$ cat src/rtl/send_arbiter_pkg.sv
// Shared definitions for the framing send-path arbiter: FSM state encoding and
// default sizing for the requester count and packet length width.
package send_arbiter_pkg;

    localparam int SEND_NREQ     = 3;
    localparam int SEND_LEN_BITS = 6;

    typedef enum logic [1:0] {
        ST_IDLE   = 2'd0,
        ST_LOAD   = 2'd1,
        ST_STREAM = 2'd2,
        ST_COMMIT = 2'd3
    } state_e;

endpackage

$ cat src/rtl/send_arbiter_rr_arbiter.sv
// Combinational round-robin picker: first asserted request at or after ptr_i,
// wrapping, returned both one-hot and as an index.
module send_arbiter_rr_arbiter #(
    parameter int N = 3,
    localparam int IW = (N <= 1) ? 1 : $clog2(N)
) (
    input  logic [N-1:0]  req_i,
    input  logic [IW-1:0] ptr_i,
    output logic [N-1:0]  grant_o,
    output logic [IW-1:0] idx_o,
    output logic          valid_o
);

    logic [IW-1:0] pos;

    // Scan from the farthest offset inward so the nearest request to ptr_i wins.
    always_comb begin
        grant_o = '0;
        idx_o   = '0;
        valid_o = 1'b0;
        pos     = '0;
        for (int k = N - 1; k >= 0; k--) begin
            pos = IW'((int'(ptr_i) + k) % N);
            if (req_i[pos]) begin
                grant_o      = '0;
                grant_o[pos] = 1'b1;
                idx_o        = pos;
                valid_o      = 1'b1;
            end
        end
    end

endmodule

$ cat src/rtl/send_arbiter.sv
// Shares the framing send path between NREQ packet producers: one whole packet per
// grant, payload bytes into the ring first, then the length word into the fifo.
module send_arbiter
    import send_arbiter_pkg::*;
#(
    parameter int NREQ     = SEND_NREQ,
    parameter int LEN_BITS = SEND_LEN_BITS
) (
    input  logic                     clk_i,
    input  logic                     rst_i,
    input  logic [NREQ-1:0]          req_valid_i,
    input  logic [NREQ*LEN_BITS-1:0] req_len_i,
    input  logic [NREQ*8-1:0]        req_data_i,
    output logic [NREQ-1:0]          req_rd_en_o,
    output logic [NREQ-1:0]          req_done_o,
    output logic [7:0]               send_ring_data_o,
    output logic                     send_ring_wr_en_o,
    input  logic                     send_ring_full_i,
    output logic [LEN_BITS-1:0]      send_fifo_data_o,
    output logic                     send_fifo_wr_en_o,
    input  logic                     send_fifo_full_i,
    output logic                     busy_o
);

    localparam int IW = (NREQ <= 1) ? 1 : $clog2(NREQ);

    state_e              state_q;
    logic [IW-1:0]       ptr_q, ptr_d;
    logic [IW-1:0]       gidx_q;
    logic [NREQ-1:0]     gnt_q;
    logic [LEN_BITS-1:0] len_q;
    logic [LEN_BITS:0]   cnt_q, cnt_d;

    logic [NREQ-1:0]     arb_grant;
    logic [IW-1:0]       arb_idx;
    logic                arb_valid;
    logic                stream_pop;

    logic [7:0]          req_byte  [NREQ];
    logic [LEN_BITS-1:0] req_len_w [NREQ];

    for (genvar gi = 0; gi < NREQ; gi++) begin : g_slice
        assign req_byte[gi]  = req_data_i[gi*8 +: 8];
        assign req_len_w[gi] = req_len_i[gi*LEN_BITS +: LEN_BITS];
    end

    send_arbiter_rr_arbiter #(.N(NREQ)) u_rr (
        .req_i   (req_valid_i),
        .ptr_i   (ptr_q),
        .grant_o (arb_grant),
        .idx_o   (arb_idx),
        .valid_o (arb_valid)
    );

    // Pop is combinational so the producer advances in the same cycle the byte is captured.
    assign stream_pop  = (state_q == ST_STREAM) && !send_ring_full_i;
    assign req_rd_en_o = gnt_q & {NREQ{stream_pop}};
    assign busy_o      = (state_q != ST_IDLE);

    assign cnt_d = cnt_q + 1'b1;
    assign ptr_d = (gidx_q == IW'(NREQ - 1)) ? '0 : gidx_q + 1'b1;

    always_ff @(posedge clk_i or posedge rst_i) begin
        if (rst_i) begin
            state_q           <= ST_IDLE;
            ptr_q             <= '0;
            gidx_q            <= '0;
            gnt_q             <= '0;
            len_q             <= '0;
            cnt_q             <= '0;
            send_ring_data_o  <= '0;
            send_ring_wr_en_o <= 1'b0;
            send_fifo_data_o  <= '0;
            send_fifo_wr_en_o <= 1'b0;
            req_done_o        <= '0;
        end else begin
            send_ring_wr_en_o <= 1'b0;
            send_fifo_wr_en_o <= 1'b0;
            req_done_o        <= '0;
            case (state_q)
                ST_IDLE: begin
                    // No grant while the length fifo is full, so a packet can always commit.
                    if (arb_valid && !send_fifo_full_i) begin
                        gidx_q  <= arb_idx;
                        gnt_q   <= arb_grant;
                        len_q   <= req_len_w[arb_idx];
                        state_q <= ST_LOAD;
                    end
                end
                ST_LOAD: begin
                    cnt_q   <= '0;
                    state_q <= (len_q == '0) ? ST_COMMIT : ST_STREAM;
                end
                ST_STREAM: begin
                    if (!send_ring_full_i) begin
                        send_ring_data_o  <= req_byte[gidx_q];
                        send_ring_wr_en_o <= 1'b1;
                        cnt_q             <= cnt_d;
                        if (cnt_d == {1'b0, len_q}) begin
                            state_q <= ST_COMMIT;
                        end
                    end
                end
                ST_COMMIT: begin
                    if (!send_fifo_full_i) begin
                        send_fifo_data_o  <= len_q;
                        send_fifo_wr_en_o <= 1'b1;
                        req_done_o        <= gnt_q;
                        ptr_q             <= ptr_d;
                        state_q           <= ST_IDLE;
                    end
                end
                default: state_q <= ST_IDLE;
            endcase
        end
    end

endmodule

$ cat config.mk
export PLATFORM = sky130hd
export DESIGN_NAME = send_arbiter
export DESIGN_NICKNAME = d
export VERILOG_FILES = /design/src/rtl/send_arbiter_pkg.sv /design/src/rtl/send_arbiter_rr_arbiter.sv /design/src/rtl/send_arbiter.sv
export SDC_FILE = /design/constraint.sdc
export NUM_CORES = 1
export LEC_CHECK = 0
export CAP_MARGIN = 20
export CORE_AREA = 3 3 81 83
export DETAILED_ROUTE_END_ITERATION = 8
export DIE_AREA = 0 0 84 86
export DONT_BUFFER_PORTS = 1
export GPL_TIMING_DRIVEN = 0
export MAX_ROUTING_LAYER = met4
export SLEW_MARGIN = 10
export SYNTH_ARGS = -nofsm -noshare
export SYNTH_HDL_FRONTEND = slang
export SYNTH_HIERARCHICAL = 1
export SYNTH_SLANG_ARGS = --single-unit
$ cat constraint.sdc
create_clock -name clk_i -period 3 [get_ports clk_i]
set_input_delay 0.45 -clock clk_i [delete_from_list [all_inputs] [get_ports clk_i]]
set_output_delay 0.45 -clock clk_i [all_outputs]
set_load 0.05 [all_outputs]
==> results.yml, run 1 <==
die:
  start_util_pct: 41.99
  die_area_um2: 7224
  pin_count: 72
  rows: 28
  fp.coreArea_um2: 5921
  dieHeight_um: 86
  die_x_um: 84
synthesis:
  synth_edf_count: 0
  synth_area_um2: 2486
  syn-num-nets: 334
  ys_seq_area_share_pct: 41.27
  synth_flop_cell: "dfrtp_1"
  ys_ff_latch: 41
  postSynthCellCount: 276
  ys_async_sr_fraction_pct: 100.0
  syn_avg_cell_area_um2: 9.008
  yosys_warnings: 6
  synth_cell_types: 45
detailed_routing:
  final_antenna_net_count: 0
  drc_errors: 0
  vias_per_cell: 5.444
  drt-initial-drc-count: 77
  wl_mm: 5.641
  routed-via-count: 1949
  first_pass_iters: 4
  wl_per_cell_um: 15.76
global_route:
  grt_use_met1_pct: 23.94
  grt_max_degree: 27
  grt_pass1_wl_mm: 9.756
  met3_usage_pct: 4.611
  overflow: 0
  grt.total_usage_pct: 17.36
  antenna_found_initial: 0
  grt.busiest_layer: "met2"
  grt_use_met2_pct: 25.23
  grt_pass1_vias: 1977
clock_network:
  hold_buffers: 0
  path_clk_slew_ns: 0.07
  cts_buffers: 5
  cts_tree: "yes"
  htreeDepth: 2
  clockBufferDepth: 2
  insertion_delay_ns: 0.29
  post_cts_buffers: 0
  cts-root-buf: "clkbuf_8"
  clock_sinks: 41
critical_path:
  cpLargestDelayFamily: "simple AND/OR/NAND/NOR gates"
  worst-setup-path-type: "register to primary output"
  slowest_stage: "dfrtp_1"
  slowest_delay_ns: 0.41
  rrSetupSlack_ns: 0.33
  r2r-start: "ptr_q[0]$_DFFE_PP0P_"
  critPathMaxFanout: 10
  worst-path-buf-inv: 3
  worstSetupStartpointType: "register"
  critPathArrivalTime_ns: 2.24
  path_cells: "inv_1, ha_1, buf_2, nand2b_1, clkinv_2, and2_1"
  r2r-end: "state_q[1]$_DFFE_PP0P_"
  rr_worst_depth: 11
  critPathRequiredTime_ns: 2.55
  endpoint_kind: "primary output"
sta:
  finalHoldWorstSlack_ns: 0.004324
  finalMaxSlewViolations: 0
  period_minus_slack_ns: 2.686
  finalCritPeriodShare_pct: 89.53
  relSlewSlack_pct: 65.93
  fmaxAchievable_mhz: 372.3
  setup_viol: 0
  clock_skew_ns: 0.005372
  rsz0062_at_grt: "no"
  hold_viol_final: 0
  fin_tns_setup_ns: 0
  tightest_slew_ns: 0.5110
layout:
  fill_cells: 584
  layout-drive-gt1-share_pct: 10.25
  diodes: 0
  final_cells: 358
  nNetsFinal: 341
  area_growth_syn_to_layout_pct: 8.656
power:
  power.density_nw_per_um2: 1104
  p_leak_nw: 1.237
  ir_drop_mv: 0.6021
  power_mw: 2.982
flow_run:
  maxCapViolCount: 0
placement:
  port_buffers: 0
  placedCellCount: 352
  gp_congestion: 0.8275
  hpwlAfterDp_mm: 4.362
run_status:
  status: "complete, no violations"
hold_path:
  hold_path.class: "primary input to async pin"
[area by class of cell]
cell class	count	area [um^2]	share of cell area, %
plain buffers	13	62.56	2.316
clock buffers	5	68.82	2.547
clock inverters	2	35.03	1.297
inverters	14	53.80	1.992
multi-input cells	207	1341	49.65
flip-flops and latches	41	1026	37.98
well taps	75	93.84	3.474
repair buffers	1	20.02	0.7411
[stage by stage]
stage | setup slack (ns) | utilization, % | instance area (um^2)
after global placement | 0.2923 | 43.58 | 2580
final | 0.3140 | 45.63 | 2701
after floorplan | 0.5255 | - | 2486
after detailed placement | 0.2804 | 43.91 | 2600
after global routing | 0.05830 | 45.63 | 2701
after CTS | 0.1189 | 45.69 | 2705
[how the worst max path moves through the flow]
stage | endpoint | depth (start not counted) | startpoint
6_report | req_rd_en_o[2] | 6 | state_q[0]$_DFFE_PP0P_
5_1_grt | len_q[0]$_DFFE_PP0P_ | 11 | ptr_q[0]$_DFFE_PP0P_
4_1_cts | req_rd_en_o[2] | 7 | state_q[0]$_DFFE_PP0P_
3_5_place_dp | state_q[1]$_DFFE_PP0P_ | 13 | ptr_q[0]$_DFFE_PP0P_
2_1_floorplan | state_q[1]$_DFFE_PP0P_ | 13 | ptr_q[0]$_DFFE_PP0P_
3_3_place_gp | state_q[1]$_DFFE_PP0P_ | 13 | ptr_q[0]$_DFFE_PP0P_
[cells by family after synthesis]
kind of cell | synth area share (%)
muxes | 11.88
adders and majority gates | 4.530
AOI/OAI and AO/OA | 16.76
DFF | 41.27
and+or+nand+nor | 17.26
xor gates and xnor gates | 3.523
buffers and inverters | 4.781
[worst register-to-register path, stage by stage, from the launching register on]
cell and delay (ns):
dfrtp_1 0.40, inv_1 0.08, ha_1 0.28, buf_2 0.17, nor2_1 0.30, nand3b_1 0.18, nor2b_1 0.06, o22ai_1 0.16
nand4_1 0.11, o32a_1 0.34, a21oi_2 0.17, mux2_4 0.31
[registers in the layout, indices dropped and copies added, names as in the netlist]
register and count:
len_q 6, send_fifo_data_o 6, send_ring_data_o 8, state_q 2, send_fifo_wr_en_o 1, cnt_q 7, gidx_q 2, req_done_o 3
gnt_q 3, ptr_q 2, send_ring_wr_en_o 1
[synth_stat cells (5+ instances only)]
cell type,count,area share [%]
xnor2_1,6,2.1
nor2b_1,6,1.5
a21oi_1,17,3.4
nand2_1,45,6.8
mux2_2,6,2.7
nor2_1,23,3.5
o21ai_0,20,4.0
buf_2,5,1.0
dfrtp_1,41,41
ha_1,9,4.5
and2_1,6,1.5
clkbuf_1,8,1.2
inv_1,13,2.0
mux2i_1,19,7.6
[where the power goes]
group          switching (mW)  internal [mW]  total [mW]
combinational           0.759          0.549        1.31
clock                   0.183          0.242       0.425
sequential              0.505          0.744        1.25
[metal layers]
layer  up-vias  share of wire [%]
met5         -                  0
met4         0                1.3
met3         8                6.6
met2        63                 43
met1       911                 49
li1        967                  -
[placed cells by master, fill, tap and decap left out, types with 2 or more instances in the layout]
cell type	Yosys	routed
a2bb2oi_1	2	2
nand3_1	3	3
xnor2_1	6	6
o21ai_0	20	19
nor2_1	23	23
a211oi_1	2	2
dfrtp_1	41	41
mux2i_1	19	19
mux2_2	6	6
clkbuf_8	0	5
inv_1	13	12
a31oi_1	3	3
a21oi_1	17	17
nor2b_1	6	6
nand2b_1	3	3
nand3b_1	3	3
nand4_1	2	2
clkbuf_1	8	7
xor2_1	4	4
clkinv_2	0	2
a21oi_2	2	2
buf_2	5	5
o31ai_1	3	3
nor3_1	2	2
o22ai_1	4	4
nand2_1	45	45
and2_1	6	6
ha_1	9	9
[repair_timing]
action	CTS	global route
gates resized for setup	1	1
hold endpoints to repair	0	0
setup endpoints to repair	3	4
No activity file was read; power rests on OpenSTA's default activity.
==> run 2, diff against run 1 <==
Settings changed: CORE_AREA 3 3 81 83 to 2 2 80 82, DIE_AREA 0 0 84 86 to 0 0 82 84.
==> results.yml, run 2 (synthesis results as in run 1) <==
layout:
  area_growth_syn_to_layout_pct: 8.254
  seq_area_um2: 1026
  final_common_cell: "nand2_1"
  final_cell_area_um2: 2691
  most-common-layout-cells: "nand2_1, dfrtp_1, nor2_1, o21ai_0, mux2i_1"
  layout-drive-gt1-share_pct: 10.18
  multi_input_area_um2: 1341
  regMostFlops: "send_ring_data_o"
  utilization_pct: 44.15
  nNetsFinal: 342
  fill_cells: 602
  diodes: 0
  largestRegisters: "send_ring_data_o (8), cnt_q (7)"
  largest_reg_flops: 8
detailed_routing:
  drt-initial-drc-count: 116
  drc_errors: 0
  first_pass_iters: 4
  vias_per_cell: 5.384
  wl_per_cell_um: 15.44
  final_antenna_net_count: 0
  routed-via-count: 1949
  wl_mm: 5.588
die:
  dieHeight_um: 84
  die_area_um2: 6888
  fp.coreArea_um2: 6096
  die_x_um: 82
  rows: 29
  pin_count: 72
  start_util_pct: 40.78
sta:
  post-route-worst-setup-slack_ns: 0.2005
  clock_skew_ns: 0.007384
  relSlewSlack_pct: 64.66
  fin_tns_setup_ns: 0
  fmaxAchievable_mhz: 357.2
  tightest_slew_ns: 0.5301
  hold_viol_final: 0
  setup_viol: 0
  finalCritPeriodShare_pct: 93.32
  period_minus_slack_ns: 2.799
  finalHoldWorstSlack_ns: 0.01400
  finalMaxSlewViolations: 0
  rsz0062_at_grt: "no"
critical_path:
  critPathMaxFanout: 10
  critPathArrivalTime_ns: 2.35
  worst-setup-path-type: "register to primary output"
  rr_worst_depth: 11
  slowest_stage: "dfrtp_1"
  worstSetupStartpointType: "register"
  r2r-end: "len_q[3]$_DFFE_PP0P_"
  slowest_delay_ns: 0.41
  rrSetupSlack_ns: 0.25
  startpoint: "state_q[0]$_DFFE_PP0P_"
  endpoint_kind: "primary output"
  crit_end: "req_rd_en_o[2]"
  r2r-start: "ptr_q[0]$_DFFE_PP0P_"
  path_cells: "inv_1, ha_1, buf_2, nand2b_1, clkbuf_1, clkinv_2, and2_1"
  critPathRequiredTime_ns: 2.55
power:
  combPwrFrac_pct: 44.7
  p_switching_mw: 1.464
  p_int_mw: 1.458
  p_clk_share_pct: 12.4
  seqPwrFrac_pct: 42.8
  ir_drop_mv: 0.4749
  swShare_pct: 50.10
  p_leak_nw: 1.221
  power.density_nw_per_um2: 1086
clock_network:
  insertion_delay_ns: 0.29
  cts_tree: "yes"
  cts-root-buf: "clkbuf_8"
  clock_sinks: 41
  path_clk_slew_ns: 0.08
  htreeDepth: 2
  clockBufferDepth: 2
  hold_buffers: 0
  cts_buffers: 5
placement:
  place_ws_ns: 0.2239
  gp_congestion: 0.8210
  hpwlAfterDp_mm: 4.253
  port_buffers: 0
  postPlaceCellArea_um2: 2603
global_route:
  grt_max_degree: 26
  antenna_found_initial: 0
  grt_pass1_vias: 1921
  grt.total_usage_pct: 18.07
  grt_pass1_wl_mm: 9.508
  overflow: 0
flow_run:
  maxCapViolCount: 0
hold_path:
  hold_path.class: "primary input to async pin"
run_status:
  status: "complete, no violations"
run 2: cell types whose count changed in the layout (fill, tap and decap cells not counted), sizes merged:
cell	change
clkbuf	+2
clkinvlp	+2
clkinv	-1
bufinv	-1
run 2: layer usage:
metal,share of wire (%),vias to the layer above,GRT usage [%],wire [um]
li1,-,964,-,-
met1,47,927,24.69,2617
met2,47,54,27.12,2638
met3,5.1,4,3.896,283
met4,0.86,0,4.697,48
met5,0,-,-,0
run 2: worst min path at each step:
stage | startpoint | endpoint | slack (ns) | depth (start not counted)
global placement | gnt_q[1]$_DFFE_PP0P_ | req_done_o[1]$_DFF_PP0_ | 0.48 | 1
global route | rst_i | cnt_q[2]$_DFFE_PP0P_ | 0.04 | 1
detailed placement | rst_i | send_ring_wr_en_o$_DFF_PP0_ | 0.34 | 1
finish | rst_i | send_ring_wr_en_o$_DFF_PP0_ | 0.01 | 1
CTS | rst_i | send_ring_wr_en_o$_DFF_PP0_ | 0.02 | 1
floorplan | gnt_q[2]$_DFFE_PP0P_ | req_done_o[2]$_DFF_PP0_ | 0.46 | 1
run 2: power by group through the flow:
stage	logic, mW	clock network [mW]	registers [mW]
floorplan	1.07	0	1.20
global placement	1.29	0	1.26
detailed placement	1.30	0	1.27
CTS	1.31	0.372	1.26
global route	1.49	0.399	1.29
finish	1.31	0.363	1.25
run 2: per-stage QoR:
stage | std cells | total power [mW]
finish | 362 | 2.923
global route | 362 | 3.177
CTS | 362 | 2.942
detailed placement | 354 | 2.572
global placement | 353 | 2.546
floorplan | 276 | 2.277
run 2: critical path, delay by kind of cell (launching register included):
| family | cells | cell delay [ns] |
|---|---|---|
| fa+ha+maj | 1 | 0.21 |
| buf+inv | 4 | 0.95 |
| flops | 1 | 0.41 |
| simple gates | 2 | 0.49 |
run 2: area by class of cell:
class,instances,area share (%)
Clock inverter,2,0.5579
Clock buffer,6,2.696
Inverter,14,1.999
Multi-Input combinational cell,207,49.84
Tap cell,77,3.580
Timing Repair Buffer,1,0.7438
Buffer,14,2.464
Sequential cell,41,38.12
run 2: timing repair:
item | 4_1_cts | 5_1_grt
gates resized for setup | 1 | 1
setup buffers | 0 | 0
endpoints found under the setup margin | 3 | 1
